===== src/rtl/instr_fetch_unit.sv =====
// -----------------------------------------------------------------------------
// instr_fetch_unit
// Fetch stage and PC register of the single-cycle LEGv8 datapath.
// The unit holds the PC and fetches one 32-bit instruction at a time over a
// req/ack handshake, so instruction memory may insert any number of wait
// states. The instruction it captures is held for the decoder and sign
// extender, and the sign-extended immediate it gets back (BusImm) is used to
// form B / CBZ targets.
//
// Ports
//   CLK           in   1   clock, rising edge
//   Reset         in   1   synchronous, active-high
//   ImemReq       out  1   fetch request to instruction memory
//   ImemAddr      out  64  fetch address (same as CurrentPC)
//   ImemAck       in   1   instruction memory data valid this cycle
//   ImemData      in   32  instruction word, taken when ImemReq & ImemAck
//   Instruction   out  32  held instruction for decoder / sign extender
//   InstrValid    out  1   Instruction is stable and executes this cycle
//   CurrentPC     out  64  PC of Instruction
//   BusImm        in   64  sign-extended word offset for B / CBZ
//   Uncondbranch  in   1   B: always taken
//   Branch        in   1   CBZ: taken when Zero
//   Zero          in   1   ALU zero flag
//   Stall         in   1   datapath not ready to retire this instruction
//   InstrCount    out  32  retired-instruction counter (wraps)
// -----------------------------------------------------------------------------
module instr_fetch_unit #(
    parameter logic [63:0] RESET_PC = 64'h0
) (
    input  logic        CLK,
    input  logic        Reset,
    output logic        ImemReq,
    output logic [63:0] ImemAddr,
    input  logic        ImemAck,
    input  logic [31:0] ImemData,
    output logic [31:0] Instruction,
    output logic        InstrValid,
    output logic [63:0] CurrentPC,
    input  logic [63:0] BusImm,
    input  logic        Uncondbranch,
    input  logic        Branch,
    input  logic        Zero,
    input  logic        Stall,
    output logic [31:0] InstrCount
);

    // The PC is always word aligned, whatever the parameter says.
    localparam logic [63:0] RESET_PC_ALIGNED = {RESET_PC[63:2], 2'b00};

    typedef enum logic [1:0] {
        ST_IDLE = 2'd0,
        ST_REQ  = 2'd1,
        ST_EXEC = 2'd2
    } state_t;

    state_t      r_state;
    logic [63:0] r_pc;
    logic [31:0] r_instr;
    logic        r_imemReq;
    logic        r_instrValid;
    logic [31:0] r_instrCount;

    logic        w_taken;
    logic [63:0] w_branchOffset;
    logic [63:0] w_nextPc;

    // BusImm is a word offset; shifting left by two drops its top two bits
    // and turns it into a byte offset. All additions wrap mod 2^64, so a
    // negative offset simply branches backward.
    assign w_taken        = Uncondbranch | (Branch & Zero);
    assign w_branchOffset = BusImm << 2;
    assign w_nextPc       = w_taken ? (r_pc + w_branchOffset) : (r_pc + 64'd4);

    // Fetch FSM. ImemReq and InstrValid are registered alongside the state
    // so they are true flop outputs. ImemAck is only looked at in REQ, so an
    // early or late ack (including one arriving right after a reset) never
    // captures anything. In EXEC the PC and instruction are frozen until the
    // datapath drops Stall; only then does the PC advance and the retire
    // counter tick.
    always_ff @(posedge CLK) begin
        if (Reset) begin
            r_state      <= ST_IDLE;
            r_pc         <= RESET_PC_ALIGNED;
            r_instr      <= 32'h0;
            r_imemReq    <= 1'b0;
            r_instrValid <= 1'b0;
            r_instrCount <= 32'h0;
        end else begin
            case (r_state)
                ST_IDLE: begin
                    r_state   <= ST_REQ;
                    r_imemReq <= 1'b1;
                end
                ST_REQ: begin
                    if (ImemAck) begin
                        r_instr      <= ImemData;
                        r_state      <= ST_EXEC;
                        r_imemReq    <= 1'b0;
                        r_instrValid <= 1'b1;
                    end
                end
                ST_EXEC: begin
                    if (!Stall) begin
                        r_pc         <= w_nextPc;
                        r_instrCount <= r_instrCount + 32'd1;
                        r_state      <= ST_REQ;
                        r_imemReq    <= 1'b1;
                        r_instrValid <= 1'b0;
                    end
                end
                default: begin
                    r_state      <= ST_IDLE;
                    r_imemReq    <= 1'b0;
                    r_instrValid <= 1'b0;
                end
            endcase
        end
    end

    assign ImemReq     = r_imemReq;
    assign ImemAddr    = r_pc;
    assign CurrentPC   = r_pc;
    assign Instruction = r_instr;
    assign InstrValid  = r_instrValid;
    assign InstrCount  = r_instrCount;

endmodule


===== config.mk =====
export PLATFORM = sky130hd
export DESIGN_NAME = instr_fetch_unit
export DESIGN_NICKNAME = d
export VERILOG_FILES = /design/src/rtl/instr_fetch_unit.sv
export SDC_FILE = /design/constraint.sdc
export NUM_CORES = 1
export LEC_CHECK = 0
export CAP_MARGIN = 20
export CORE_MARGIN = 10
export CORE_UTILIZATION = 47
export CTS_CLUSTER_SIZE = 24
export DETAILED_ROUTE_END_ITERATION = 6
export DONT_BUFFER_PORTS = 1
export HOLD_SLACK_MARGIN = 0.15
export PLACE_DENSITY = 0.68
export SETUP_SLACK_MARGIN = 0.05
export SYNTH_ARGS = -nofsm -noshare
export SYNTH_HDL_FRONTEND = slang
export SYNTH_SLANG_ARGS = --single-unit

===== constraint.sdc =====
create_clock -name CLK -period 4.3 [get_ports CLK]
set_input_delay 0.645 -clock CLK [delete_from_list [all_inputs] [get_ports CLK]]
set_output_delay 0.645 -clock CLK [all_outputs]
set_load 0.01 [all_outputs]

Word-level counts from Yosys, hierarchy flattened. Cells that the tools add are included.

Bits in writable memories: 0. Flip-flop bits (word level): 132. Bits in read-only memories: 0. Memories: 0. Bits in latches: 0.

Divide/modulo/power cells: 0. Order comparisons: 0. $add $sub $neg: 3. Equal/unequal tests: 4. Muxes and demuxes: 10. Bitwise operators: 4. Reduce and logical (&&, ||, !) cells: 5. Multipliers: 0. Shift operators: 0.

Operators with widths (count): $add 64x3->64 const B (1); $add 64x64->64 (1); $mux 64 (1); $add 32x1->32 const B (1); $pmux 1 s3 (2); $pmux 2 s3 (1); $reduce_and 2->1 (3); $mux 1 (4); $mux 2 (2); $ne 2x2->1 const B (2); $reduce_and 3->1 (1); $eq 2x1->1 const B (1); $eq 2x2->1 const B (1); $logic_not 2->1 (1); $not 1->1 (2); $and 1x1->1 (1); $or 1x1->1 (1).

Logic depth before layout (Yosys ltp). Gate-level depths: netlist (run 1).

Depth after elaboration: 3. Gate-level depth with buffers: 14.

Worst setup path after synthesis (run 1). No wires, ideal clock.

Path type: input port to flip-flop. Start point: input Branch. End point: register r_pc[63], in the netlist CurrentPC[63]. Library setup time: 0.066 ns. Arrival: 3.509 ns. Cell stages on the path: 14. Buffers on the path: 2. Setup slack: 0.725 ns. Data required time: 4.234 ns. Cells stage by stage: a21o_1 -> clkbuf_1 -> and2_1 -> ha_1 -> clkbuf_2 -> nand4_1 -> o221ai_1 -> a41oi_4 -> a21o_1 -> a2111o_1 -> a31o_1 -> a221o_1 -> a21o_1 -> a21oi_2.

Cells in the longest elaborated chain, start to end: 3.

RTL lines: from (decl) (RTL line 41) `input logic Branch,`; $and 1x1->1 (RTL line 70) `assign w_taken = Uncondbranch | (Branch & Zero);`; $or 1x1->1 (RTL line 70); $mux 64 (RTL line 72) `assign w_nextPc = w_taken ? (r_pc + w_branchOffset) : (r_pc + 64'd4);`; to (signal assigned) (RTL line 104) `r_pc <= w_nextPc;`; to (decl) (RTL line 57) `logic [63:0] r_pc;`.

Every way passes these cells. A chain may end at the register's enable or synchronous reset.

Worst setup path in the final report (run 1).
Start point: input Branch. End point: register r_pc[40], in the netlist CurrentPC[40].

The elaborated chain is that of the path after synthesis.

==> results of run 1 <==
[worst register-to-register path, delay by kind of cell (launching register included)]
kind | cells | cell delay, ps
AOI/OAI and AO/OA | 6 | 1770
adders and majority gates | 2 | 630
DFF | 1 | 510
and+or+nand+nor | 2 | 470
xor gates and xnor gates | 1 | 160
buffers and inverters | 1 | 60
[state kept, by name, indices dropped and copies added, names as in the netlist]
| name | cells |
|---|---|
| CurrentPC | 62 |
| InstrCount | 32 |
| Instruction | 32 |
| r_state | 2 |
| InstrValid | 1 |
[through the flow]
stage          util, %  hold WS [ps]  instance area, µm²
2_1_floorplan        -           481                9520
3_3_place_gp      46.4           494                9120
3_5_place_dp      46.4           498                9120
4_1_cts           49.5           285                9720
5_1_grt           49.6           284                9740
6_report          49.6           290                9750
[Yosys cell counts, types with 18 or more instances]
master	number
sky130_fd_sc_hd__buf_4	66
sky130_fd_sc_hd__a21oi_1	158
sky130_fd_sc_hd__xnor2_1	31
sky130_fd_sc_hd__nand2_1	206
sky130_fd_sc_hd__and2_1	65
sky130_fd_sc_hd__o21ai_0	43
sky130_fd_sc_hd__nand3_1	35
sky130_fd_sc_hd__xor2_1	35
sky130_fd_sc_hd__clkbuf_1	49
sky130_fd_sc_hd__ha_1	62
sky130_fd_sc_hd__nor3_1	24
sky130_fd_sc_hd__dfxtp_1	129
sky130_fd_sc_hd__nor2_1	76
sky130_fd_sc_hd__nand4_1	31
sky130_fd_sc_hd__a21o_1	37
sky130_fd_sc_hd__inv_1	18
[cell families after synthesis]
group,synth area share [%]
mux,0.105
fa+ha+maj,8.37
flops,27.2
buf+inv,9.52
other cells,0.0395
compound gates,22.5
xor+xnor,6.08
simple gates,26.2
[metal layers]
metal	global-route usage (%)	share of wire, %	wire length [µm]
met5	0	0.15	41
met4	5.62	1.8	490
met3	9.20	11	3060
met2	32.8	46	12800
met1	24.3	41	11600
[area by class of cell]
type	count	area, µm²
sequential	129	2580
timing repair buffer	13	118
antenna	6	15.0
multi-input combinational	989	6040
clock buffer	17	425
clock inverter	15	170
tap	265	332
inverter	18	67.6
fill	1990	9900
[path summary, 6_finish.rpt]
kind	start	end	slack (ps)	depth (start not counted)
setup reg to reg	CurrentPC[2]	CurrentPC[40]	600	12
hold reg to reg	Instruction[0]	Instruction[0]	510	2
setup / recovery	Branch	CurrentPC[40]	480	15
hold / removal	Reset	CurrentPC[45]	290	1
[where the power goes]
group,internal (mW),switching [mW],total (mW)
combinational,0.117,0.190,0.307
sequential,1.22,0.0422,1.26
clock,0.780,0.676,1.46
[placed cells by master, fill, tap and decap left out, types with 4 or more instances in the layout]
master / n
sky130_fd_sc_hd__a22o_1: 4
sky130_fd_sc_hd__dfxtp_1: 129
sky130_fd_sc_hd__o211ai_1: 9
sky130_fd_sc_hd__a31oi_1: 11
sky130_fd_sc_hd__nor2b_1: 9
sky130_fd_sc_hd__nand2_1: 205
sky130_fd_sc_hd__xnor2_1: 31
sky130_fd_sc_hd__a31o_2: 4
sky130_fd_sc_hd__a2111oi_0: 5
sky130_fd_sc_hd__nand4_1: 31
sky130_fd_sc_hd__a211oi_1: 6
sky130_fd_sc_hd__nand3b_1: 9
sky130_fd_sc_hd__a21oi_1: 158
sky130_fd_sc_hd__a21o_1: 37
sky130_fd_sc_hd__buf_4: 11
sky130_fd_sc_hd__and3_1: 13
sky130_fd_sc_hd__xor2_1: 35
sky130_fd_sc_hd__ha_1: 62
sky130_fd_sc_hd__o21ai_0: 43
sky130_fd_sc_hd__conb_1: 4
sky130_fd_sc_hd__o21bai_1: 11
sky130_fd_sc_hd__nor3b_1: 8
sky130_fd_sc_hd__nor4_1: 4
sky130_fd_sc_hd__nor3_1: 24
sky130_fd_sc_hd__clkbuf_16: 17
sky130_fd_sc_hd__or3_1: 12
sky130_fd_sc_hd__nand2b_1: 5
sky130_fd_sc_hd__or2_2: 4
sky130_fd_sc_hd__inv_8: 4
sky130_fd_sc_hd__o21a_1: 13
sky130_fd_sc_hd__diode_2: 6
sky130_fd_sc_hd__nand3_1: 35
sky130_fd_sc_hd__nor2_1: 75
sky130_fd_sc_hd__and2_1: 65
sky130_fd_sc_hd__inv_1: 18
sky130_fd_sc_hd__clkinv_8: 4
==> impl_summary.log, run 1 <==
INFO  metric clock_insertion_delay_worst_skew = ~430 ps
INFO  metric rsz0062_at_grt = no
INFO  metric end_kind = register
INFO  metric pin_count_of_the_biggest_net_entering_global_routing = around 140
INFO  metric synth.area.top_cells = sky130_fd_sc_hd__dfxtp_1, sky130_fd_sc_hd__a21oi_1, sky130_fd_sc_hd__ha_1
INFO  metric cts_max_level = 4
INFO  metric timing.critical_path.slowest_stage_cell = sky130_fd_sc_hd__a2111oi_0
INFO  metric worstPathBufferInverterCount = 2
INFO  metric synth_top_cell_by_area = sky130_fd_sc_hd__dfxtp_1
INFO  metric synthesized_instance_count = 1273
INFO  metric gpl.final_weighted_congestion = between 0.9 and 1
INFO  metric grt_pass1_wl = 44400 µm
INFO  metric drive_gt1_share = approximately 5.8%
INFO  metric io-pin-count = between 200 and 300
INFO  metric cts.sink_count = ~130
INFO  metric final_net_count = 1334
INFO  metric synth_top_area_share = 27.2%
INFO  metric critical-path-top-delay-family = compound AO/OA/AOI/OAI gates
INFO  metric critical_path.max_stage_delay = 540 ps
INFO  metric startpoint_type = input pin
INFO  metric max_capacitance_violation_count = 0
INFO  metric synth-seq-area-share = between 20% and 30%
INFO  metric grt_use_total = between 20 and 25%
INFO  metric holdCritPathClass = in2reg
INFO  metric detailroute.via_count = around 8500
INFO  metric tightestPinTransition = between 700 and 800 ps
INFO  metric route.detailed.drc = 0
INFO  metric wire_per_inst = roughly 19 µm
INFO  metric synthFlopType = sky130_fd_sc_hd__dfxtp_1
INFO  metric clk_pin_slew = approximately 70 ps
INFO  metric slew_viol_final = 0
INFO  metric finalWorstPathRequiredPeriod = ~3800 ps
INFO  metric skew_final = roughly 14 ps
INFO  metric worstPathMaxFanout = 35
INFO  metric clock_tree_from_tritoncts = yes
INFO  metric synth.distinct_cells = 76
INFO  metric fin_tns_setup = 0 ps
INFO  metric totalPowerFinal = slightly above 3 mW
INFO  metric initial_util = between 40% and 50%
INFO  metric syn-cell-area = approximately 9500 µm²
INFO  metric relSlewSlack = 50.1%
INFO  metric number_of_hold_slack_violations_in_the_final_timing_report = 0
INFO  metric list_of_cells_traversed_by_the_critical_path = a21o_1 -> buf_12 -> nand2b_1 -> ha_1 -> inv_1 -> fa_1 -> nor2b_1 -> o211ai_1 -> a21o_1 -> a2111oi_0 -> nor2_1 -> o31ai_1 -> a21boi_0 -> xnor2_1 -> a22o_1
INFO  metric grt_overflow_total = 0
INFO  metric max-vdd-ir-drop = ~250 µV
INFO  metric dpl.hpwl = 21200 µm
INFO  metric die_w = 162 µm
INFO  metric violation_count_after_the_first_detailed_routing_iteration = roughly 620
INFO  metric syn2layout_area_growth = 2.58%
INFO  metric tritoncts.num_buffers = 17
INFO  metric fin_cells = 1452
INFO  metric synthArstFlopShare = 0%
INFO  metric cts.repair.resized = 0
INFO  metric leakage = between 3 and 4 nW
INFO  metric coreArea = approximately 20000 µm²
INFO  metric vias_per_cell = between 5 and 6
INFO  metric number_of_setup_violations_in_the_final_report = 0
INFO  metric postSynthAreaPerCell = between 7 and 8 µm²
INFO  metric yosysWarningCount = 0
INFO  metric antenna_left = 0
INFO  metric grt_pass1_vias = 8158
INFO  metric drt-total-wl = approximately 28000 µm
INFO  metric number_of_synthesized_flops_with_an_enable_pin = 0
INFO  metric maxClockFrequency = around 260 MHz
INFO  metric num_rows = between 50 and 60
INFO  metric power_density = about 310 nW/µm²
INFO  metric dpl.cell_count = 1413
INFO  metric die-area = between 20000 and 30000 µm²
INFO  metric grt_antenna_before_repair = 9
INFO  metric floorplan.die.height = 162 µm
INFO  metric port-buffer-count = 0
INFO  metric cpMostUsedCell = sky130_fd_sc_hd__a21o_1
INFO  metric worstSetupPathType = in2reg
INFO  metric ys_ff_latch = ~130
INFO  metric layout_worst_path_cycle_share = between 80% and 90%
INFO  metric preCtsSetupSlack = approximately 140 ps
INFO  metric outcome = finished, final reports clean
INFO  metric timing.final.ws_setup = a little under 500 ps
INFO  metric cts.repair_timing.setup_buffer_count = 0
INFO  metric detailedRoute.firstPassIterationCount = 7
INFO  metric hold_buffers = 0
INFO  metric cts-root-buf = sky130_fd_sc_hd__clkbuf_16
INFO  metric arrival = about 4100 ps
INFO  metric cts_buffer_depth = 2
INFO  metric worstPathRequired = 4620 ps
(Power assumes the default switching activity.)
==> inputs of run 2 (changes only) <==
--- a/config.mk
+++ b/config.mk
@@ -11,6 +11,7 @@
 export CTS_CLUSTER_SIZE = 24
 export DETAILED_ROUTE_END_ITERATION = 6
 export DONT_BUFFER_PORTS = 1
+export GPL_ROUTABILITY_DRIVEN = 0
 export HOLD_SLACK_MARGIN = 0.15
 export PLACE_DENSITY = 0.68
 export SETUP_SLACK_MARGIN = 0.05
==> constraint.sdc (replaced) <==
create_clock -name CLK -period 4.3 [get_ports CLK]
set_input_delay 0.645 -clock CLK [delete_from_list [all_inputs] [get_ports CLK]]
set_output_delay 0.645 -clock CLK [all_outputs]
set_load 0.02 [all_outputs]
==> run 2 against run 1 <==
- first-iteration DRC count decreased by 9.8%
- clock-buffer cell count unchanged
- clock power increased by 9%
- power increased by 5.2%
- sequential cell count unchanged
- global-route usage increased by 0.10 points
- combinational power increased by 3%
- cell count increased by 0.90%
- critical path depth unchanged
- sequential power about the same
- clock skew decreased by 2.3 ps
- highest routed layer unchanged
==> impl_summary.log, run 2 (synthesized netlist as in run 1, its figures left out) <==
INFO  metric pin_count_of_the_biggest_net_entering_global_routing = 141 (unchanged)
INFO  metric route.detailed.drc = 0 (unchanged)
INFO  metric finalWorstPathRequiredPeriod = 3680 ps (was 3820 ps)
INFO  metric die_w = 162 µm (unchanged)
INFO  metric final_common_cell = sky130_fd_sc_hd__nand2_1 (unchanged)
INFO  metric maxClockFrequency = 272 MHz (was 262 MHz)
INFO  metric outcome = finished, final reports clean (unchanged)
INFO  metric skew_final = 11.2 ps (was 13.5 ps)
INFO  metric critical_path.max_stage_delay = 470 ps (was 540 ps)
INFO  metric totalPowerFinal = 3.18 mW (was 3.02 mW)
INFO  metric dpl.hpwl = 21100 µm (was 21200 µm)
INFO  metric max-vdd-ir-drop = 255 µV (was 254 µV)
INFO  metric fin_cells = 1465 (was 1452)
INFO  metric cts_buffer_depth = 2 (unchanged)
INFO  metric num_rows = 51 (unchanged)
INFO  metric fin_tns_setup = 0 ps (unchanged)
INFO  metric grt_use_total = 20.6% (was 20.5%)
INFO  metric violation_count_after_the_first_detailed_routing_iteration = 562 (was 623)
INFO  metric cts_max_level = 4 (unchanged)
INFO  metric initial_util = 48.4% (unchanged)
INFO  metric number_of_hold_slack_violations_in_the_final_timing_report = 0 (unchanged)
INFO  metric floorplan.die.height = 162 µm (unchanged)
INFO  metric cts.repair_timing.setup_buffer_count = 0 (unchanged)
INFO  metric vias_per_cell = 5.88 (about the same)
INFO  metric multi_input_combinational_cell_area = 6040 µm² (unchanged)
INFO  metric grt_antenna_before_repair = 10 (was 9)
INFO  metric cts.sink_count = 129 (unchanged)
INFO  metric reg2regPathDepth = 12 (unchanged)
INFO  metric worstHoldStart = Reset (unchanged)
INFO  metric r2r-start = CurrentPC[3] (was CurrentPC[2])
INFO  metric min_delay_path_depth = 1 (unchanged)
INFO  metric ff_latch_area = 2580 µm² (unchanged)
INFO  metric critical-path-top-delay-family = compound AO/OA/AOI/OAI gates (unchanged)
INFO  metric holdCritPathClass = in2reg (unchanged)
INFO  metric coreArea = 19700 µm² (unchanged)
INFO  metric detailedRoute.firstPassIterationCount = 5 (was 7)
INFO  metric number_of_setup_violations_in_the_final_report = 0 (unchanged)
INFO  metric hold_buffers = 0 (unchanged)
INFO  metric layout_worst_path_cycle_share = 85.6% (was 88.8%)
INFO  metric cts.repair.resized = 0 (unchanged)
INFO  metric power_density = 322 nW/µm² (was 310 nW/µm²)
INFO  metric crit_cells = 15 (unchanged)
INFO  metric end_kind = register (unchanged)
INFO  metric antenna_left = 0 (unchanged)
INFO  metric grt_pass1_wl = 44400 µm (about the same)
INFO  metric die-area = 26300 µm² (unchanged)
INFO  metric grt_overflow_total = 0 (unchanged)
INFO  metric wire_per_inst = 19.1 µm (was 19.3 µm)
INFO  metric drive_gt1_share = 6.79% (was 5.84%)
INFO  metric max_capacitance_violation_count = 0 (unchanged)
INFO  metric tritoncts.num_buffers = 17 (unchanged)
INFO  metric detailroute.via_count = 8616 (was 8541)
INFO  metric rsz0062_at_grt = no (unchanged)
INFO  metric startpoint_type = input pin (unchanged)
INFO  metric relSlewSlack = 46.4% (was 50.1%)
INFO  metric syn2layout_area_growth = 4.02% (was 2.58%)
INFO  metric worstPathMaxFanout = 35 (unchanged)
INFO  metric drt-total-wl = 28100 µm (was 28000 µm)
INFO  metric clock_tree_from_tritoncts = yes (unchanged)
INFO  metric cts-root-buf = sky130_fd_sc_hd__clkbuf_16 (unchanged)
INFO  metric timing.critical_path.slowest_stage_cell = sky130_fd_sc_hd__a2111oi_0 (unchanged)
INFO  metric whs = 318 ps (was 290 ps)
INFO  metric layout.cells.most_common_list = sky130_fd_sc_hd__nand2_1, sky130_fd_sc_hd__a21oi_1, sky130_fd_sc_hd__dfxtp_1, sky130_fd_sc_hd__nor2_1, sky130_fd_sc_hd__and2_1 (unchanged)
INFO  metric worstSetupPathType = in2reg (unchanged)
INFO  metric final_net_count = 1346 (was 1334)
INFO  metric n_fill_cell = 1989 (was 1990)
INFO  metric io-pin-count = 297 (unchanged)
INFO  metric clock_insertion_delay_worst_skew = 430 ps (about the same)
INFO  metric arrival = 4000 ps (was 4130 ps)
INFO  metric list_of_cells_traversed_by_the_critical_path = a21o_1 -> buf_12 -> nand2b_1 -> ha_1 -> inv_1 -> fa_1 -> nor2b_1 -> o211ai_1 -> a21o_1 -> a2111oi_0 -> nor2_1 -> o31ai_1 -> a21boi_0 -> xnor2_1 -> a22o_1 (unchanged)
INFO  metric max_reg_flops = 62 (unchanged)
INFO  metric grt_pass1_vias = 8284 (was 8158)
INFO  metric clk_pin_slew = 70 ps (about the same)
INFO  metric worstPathBufferInverterCount = 2 (unchanged)
INFO  metric port-buffer-count = 0 (unchanged)
INFO  metric slew_viol_final = 0 (unchanged)
INFO  metric cpMostUsedCell = sky130_fd_sc_hd__a21o_1 (unchanged)
INFO  metric dpl.cell_count = 1425 (was 1413)
INFO  metric worstPathRequired = 4620 ps (about the same)
INFO  metric leakage = 3.94 nW (was 3.84 nW)
INFO  metric tightestPinTransition = 802 ps (was 745 ps)
INFO  metric critPathLaunch = Branch (unchanged)
run 2: layout make-up:
class                   count  area share, %
flip-flops and latches    129           26.1
clock inverters            15           2.16
clock buffers              17           4.30
diodes                      7          0.177
inverters                  18          0.683
multi-input cells         989           61.1
repair buffers             25           2.10
well taps                 265           3.35
run 2: through the flow:
stage | util [%] | worst slack (ps) | cell area [µm²]
3_5_place_dp | 46.9 | 236 | 9210
2_1_floorplan | - | 725 | 9520
3_3_place_gp | 46.9 | 287 | 9210
6_report | 50.3 | 619 | 9890
4_1_cts | 50.1 | 659 | 9850
5_1_grt | 50.2 | 274 | 9870
run 2: final timing paths:
kind / end / slack, ps
worst max-delay path: CurrentPC[40] / 620
worst min-delay path: CurrentPC[46] / 320
worst max register to register: CurrentPC[40] / 890
worst min register to register: Instruction[21] / 560
run 2: routing by layer:
metal / track usage [%] / wire length [µm] / share of wire, % / vias to the layer above
met5: 0 / 51 / 0.18 / -
met4: 5.58 / 369 / 1.3 / 8
met3: 9.05 / 3010 / 11 / 41
met2: 33.0 / 13100 / 47 / 367
met1: 24.5 / 11500 / 41 / 3973
li1: - / - / - / 4227
run 2: report_power, final:
| group | internal (mW) | switching [mW] | total, mW |
|---|---|---|---|
| sequential | 1.22 | 0.0594 | 1.28 |
| clock | 0.900 | 0.687 | 1.59 |
| combinational | 0.119 | 0.196 | 0.315 |
==> inputs of run 3 (changes only) <==
--- a/config.mk
+++ b/config.mk
@@ -6,12 +6,14 @@
 export NUM_CORES = 1
 export LEC_CHECK = 0
 export CAP_MARGIN = 20
+export CORE_ASPECT_RATIO = 0.75
 export CORE_MARGIN = 10
 export CORE_UTILIZATION = 47
 export CTS_CLUSTER_SIZE = 24
 export DETAILED_ROUTE_END_ITERATION = 6
 export DONT_BUFFER_PORTS = 1
 export GPL_ROUTABILITY_DRIVEN = 0
+export GPL_TIMING_DRIVEN = 1
 export HOLD_SLACK_MARGIN = 0.15
 export PLACE_DENSITY = 0.68
 export SETUP_SLACK_MARGIN = 0.05
==> constraint.sdc (replaced) <==
create_clock -name CLK -period 4.5 [get_ports CLK]
set_input_delay 0.675 -clock CLK [delete_from_list [all_inputs] [get_ports CLK]]
set_output_delay 0.675 -clock CLK [all_outputs]
set_load 0.02 [all_outputs]
==> run 3 against run 2 <==
- wire length rose by 0.86%
- sequential power fell by 4%
- die area rose by 0.23%
- clock skew rose by 4.4 ps
- clock power fell by 11%
==> impl_summary.log, run 3 (synthesized netlist as in run 1, its figures left out) <==
INFO  metric syn2layout_area_growth = 2.63% (was 4.02%)
INFO  metric rsz0062_at_grt = no (unchanged)
INFO  metric die-area = 26400 µm² (was 26300 µm²)
INFO  metric finalWorstPathRequiredPeriod = about 4000 ps
INFO  metric tightestPinTransition = 749 ps (was 802 ps)
INFO  metric grt_pass1_vias = 7656 (was 8284)
INFO  metric leakage = 3.87 nW (was 3.94 nW)
INFO  metric route.detailed.drc = 0 (unchanged)
INFO  metric grt_pass1_wl = 43500 µm (was 44400 µm)
INFO  metric port-buffer-count = 0 (unchanged)
INFO  metric list_of_cells_traversed_by_the_critical_path = a21o_2 -> nand2b_1 -> ha_1 -> inv_1 -> fa_1 -> nor2b_1 -> o211ai_1 -> a21o_1 -> a2111oi_0 -> nor2_1 -> o31ai_1 -> a21boi_0 -> xnor2_1 -> a22o_1 (was a21o_1 -> buf_12 -> nand2b_1 -> ha_1 -> inv_1 -> fa_1 -> nor2b_1 -> o211ai_1 -> a21o_1 -> a2111oi_0 -> nor2_1 -> o31ai_1 -> a21boi_0 -> xnor2_1 -> a22o_1)
INFO  metric critical_path.max_stage_delay = 480 ps (was 470 ps)
INFO  metric preCtsSetupSlack = 231 ps (was 236 ps)
INFO  metric fin_tns_setup = 0 ps (unchanged)
INFO  metric clock_insertion_delay_worst_skew = 420 ps (was 430 ps)
INFO  metric detailroute.via_count = 8544 (was 8616)
INFO  metric cts.repair.resized = 0 (unchanged)
INFO  metric initial_util = 48.5% (was 48.4%)
INFO  metric worstHoldStart = Reset (unchanged)
INFO  metric power_frac_comb = 10.2% (was 9.9%)
INFO  metric number_of_setup_violations_in_the_final_report = 0 (unchanged)
INFO  metric max_reg_flops = 62 (unchanged)
INFO  metric cts.repair_timing.setup_buffer_count = 0 (unchanged)
INFO  metric drive_gt1_share = 6.40% (was 6.79%)
INFO  metric worstPathRequired = 4800 ps (was 4620 ps)
INFO  metric dpl.hpwl = 21000 µm (was 21100 µm)
INFO  metric slew_viol_final = 0 (unchanged)
INFO  metric hold_buffers = 0 (unchanged)
INFO  metric clk_pin_slew = 70 ps (about the same)
INFO  metric worstSetupPathType = in2reg (unchanged)
INFO  metric vias_per_cell = 5.93 (was 5.88)
INFO  metric clock_tree_from_tritoncts = yes (unchanged)
INFO  metric maxUsedRoutingLayer = met5 (unchanged)
INFO  metric skew_final = 15.6 ps (was 11.2 ps)
INFO  metric holdCritPathClass = in2reg (unchanged)
INFO  metric tritoncts.num_buffers = 17 (unchanged)
INFO  metric max-vdd-ir-drop = 217 µV (was 255 µV)
INFO  metric cts.sink_count = 129 (unchanged)
INFO  metric timing.final.ws_setup = 553 ps (was 619 ps)
INFO  metric max_capacitance_violation_count = 0 (unchanged)
INFO  metric min_delay_path_depth = 1 (unchanged)
INFO  metric grt_overflow_total = 0 (unchanged)
INFO  metric floorplan.die.height = 143 µm (was 162 µm)
INFO  metric grt_use_total = 20.3% (was 20.6%)
INFO  metric die_w = 184 µm (was 162 µm)
INFO  metric end_kind = register (unchanged)
INFO  metric reg2reg_slack = 630 ps (was 890 ps)
INFO  metric totalPowerFinal = 2.94 mW (was 3.18 mW)
INFO  metric relSlewSlack = 50.0% (was 46.4%)
INFO  metric cts-root-buf = sky130_fd_sc_hd__clkbuf_16 (unchanged)
INFO  metric arrival = 4250 ps (was 4000 ps)
INFO  metric grt_antenna_before_repair = 2 (was 10)
INFO  metric p_sw = 874 µW (was 943 µW)
INFO  metric drt-total-wl = 28300 µm (was 28100 µm)
INFO  metric violation_count_after_the_first_detailed_routing_iteration = 704 (was 562)
INFO  metric switching_share = 29.7% (was 29.6%)
INFO  metric wire_per_inst = 19.6 µm (was 19.1 µm)
INFO  metric timing.critical_path.slowest_stage_cell = sky130_fd_sc_hd__a2111oi_0 (unchanged)
INFO  metric power.sequential.fraction = 41.6% (was 40.2%)
INFO  metric num_rows = 44 (was 51)
INFO  metric coreArea = 19600 µm² (was 19700 µm²)
INFO  metric io-pin-count = 297 (unchanged)
INFO  metric n_fill_cell = 1959 (was 1989)
INFO  metric crit-reg2reg-capture = CurrentPC[40] (unchanged)
INFO  metric detailroute.wirelength.met3 = 2810 µm (was 3010 µm)
INFO  metric layout.cells.most_common_list = sky130_fd_sc_hd__nand2_1, sky130_fd_sc_hd__a21oi_1, sky130_fd_sc_hd__dfxtp_1, sky130_fd_sc_hd__nor2_1, sky130_fd_sc_hd__and2_1 (unchanged)
INFO  metric detailedRoute.firstPassIterationCount = 5 (unchanged)
INFO  metric antenna_left = 0 (unchanged)
INFO  metric hold_path_end = CurrentPC[37] (was CurrentPC[46])
INFO  metric cts_buffer_depth = 2 (unchanged)
INFO  metric final_net_count = 1340 (was 1346)
INFO  metric pin_count_of_the_biggest_net_entering_global_routing = 141 (unchanged)
INFO  metric final_common_cell = sky130_fd_sc_hd__nand2_1 (unchanged)
INFO  metric dr_wl_met2 = 12300 µm (was 13100 µm)
INFO  metric layout_worst_path_cycle_share = slightly below 90%
INFO  metric cts_max_level = 4 (unchanged)
INFO  metric wl_met1 = 12900 µm (was 11500 µm)
INFO  metric startpoint_type = input pin (unchanged)
INFO  metric number_of_hold_slack_violations_in_the_final_timing_report = 0 (unchanged)
INFO  metric maxClockFrequency = between 200 and 300 MHz
INFO  metric r2r-start = CurrentPC[2] (was CurrentPC[3])
INFO  metric outcome = finished, final reports clean (unchanged)
INFO  metric reg2regPathDepth = 12 (unchanged)
INFO  metric cell_internal_pwr = 2.07 mW (was 2.24 mW)
INFO  metric power_density = 302 nW/µm² (was 322 nW/µm²)
INFO  metric clockPowerShare = 48.2% (was 49.9%)
INFO  metric worstPathMaxFanout = 27 (was 35)
## run 3: cell types whose count changed in the layout (fill, tap and decap cells not counted), moves of 2 or more
cell	before	now
sky130_fd_sc_hd__clkinvlp_4	0	2
sky130_fd_sc_hd__inv_6	1	6
sky130_fd_sc_hd__diode_2	7	1
sky130_fd_sc_hd__inv_8	7	3
sky130_fd_sc_hd__clkinv_4	2	0
sky130_fd_sc_hd__buf_4	23	18
## run 3: how the worst max path moves through the flow
stage,from,end,slack [ps]
5_1_grt,Branch,CurrentPC[40],250
3_5_place_dp,Branch,CurrentPC[40],230
6_report,Branch,CurrentPC[40],550
2_1_floorplan,Branch,CurrentPC[63],890
3_3_place_gp,Branch,CurrentPC[40],310
4_1_cts,Branch,CurrentPC[40],640
## run 3: stage by stage
| step | instance area, µm² | hold slack (ps) | cells | util [%] |
|---|---|---|---|---|
| after floorplan | 9520 | 489 | 1276 | - |
| after global placement | 9140 | 542 | 1407 | 46.6 |
| after detailed placement | 9140 | 547 | 1407 | 46.6 |
| after CTS | 9740 | 326 | 1439 | 49.7 |
| after global routing | 9750 | 322 | 1440 | 49.8 |
| final | 9750 | 350 | 1441 | 49.8 |
## run 3: layer usage
metal  GRT usage, %  vias up
li1               -     4206
met1           27.6     3978
met2           30.3      337
met3           7.10       21
met4           4.47        2
met5              0        -
## run 3: worst max-delay path: cells and delay by family
| kind | cells | cell delay (ps) |
|---|---|---|
| simple gates | 3 | 590 |
| buf+inv | 1 | 70 |
| fa+ha+maj | 2 | 580 |
| compound gates | 7 | 2160 |
| xor+xnor | 1 | 180 |
## run 3: cell type report
type | instances | area (µm²) | area share [%]
clock inverter | 15 | 169 | 1.73
timing repair buffer | 19 | 150 | 1.54
inverter | 18 | 67.6 | 0.693
clock buffer | 17 | 425 | 4.36
antenna | 1 | 2.50 | 0.0257
tap | 253 | 317 | 3.25
multi-input combinational | 989 | 6040 | 61.9
sequential | 129 | 2580 | 26.5
## run 3: power groups by stage
| stage | combinational, mW | clock (mW) | sequential [mW] |
|---|---|---|---|
| after floorplan | 0.274 | 0 | 1.23 |
| final | 0.300 | 1.42 | 1.23 |
| after global placement | 0.288 | 0 | 1.25 |
| after CTS | 0.295 | 1.45 | 1.23 |
| after global routing | 0.334 | 1.51 | 1.23 |
| after detailed placement | 0.293 | 0 | 1.25 |
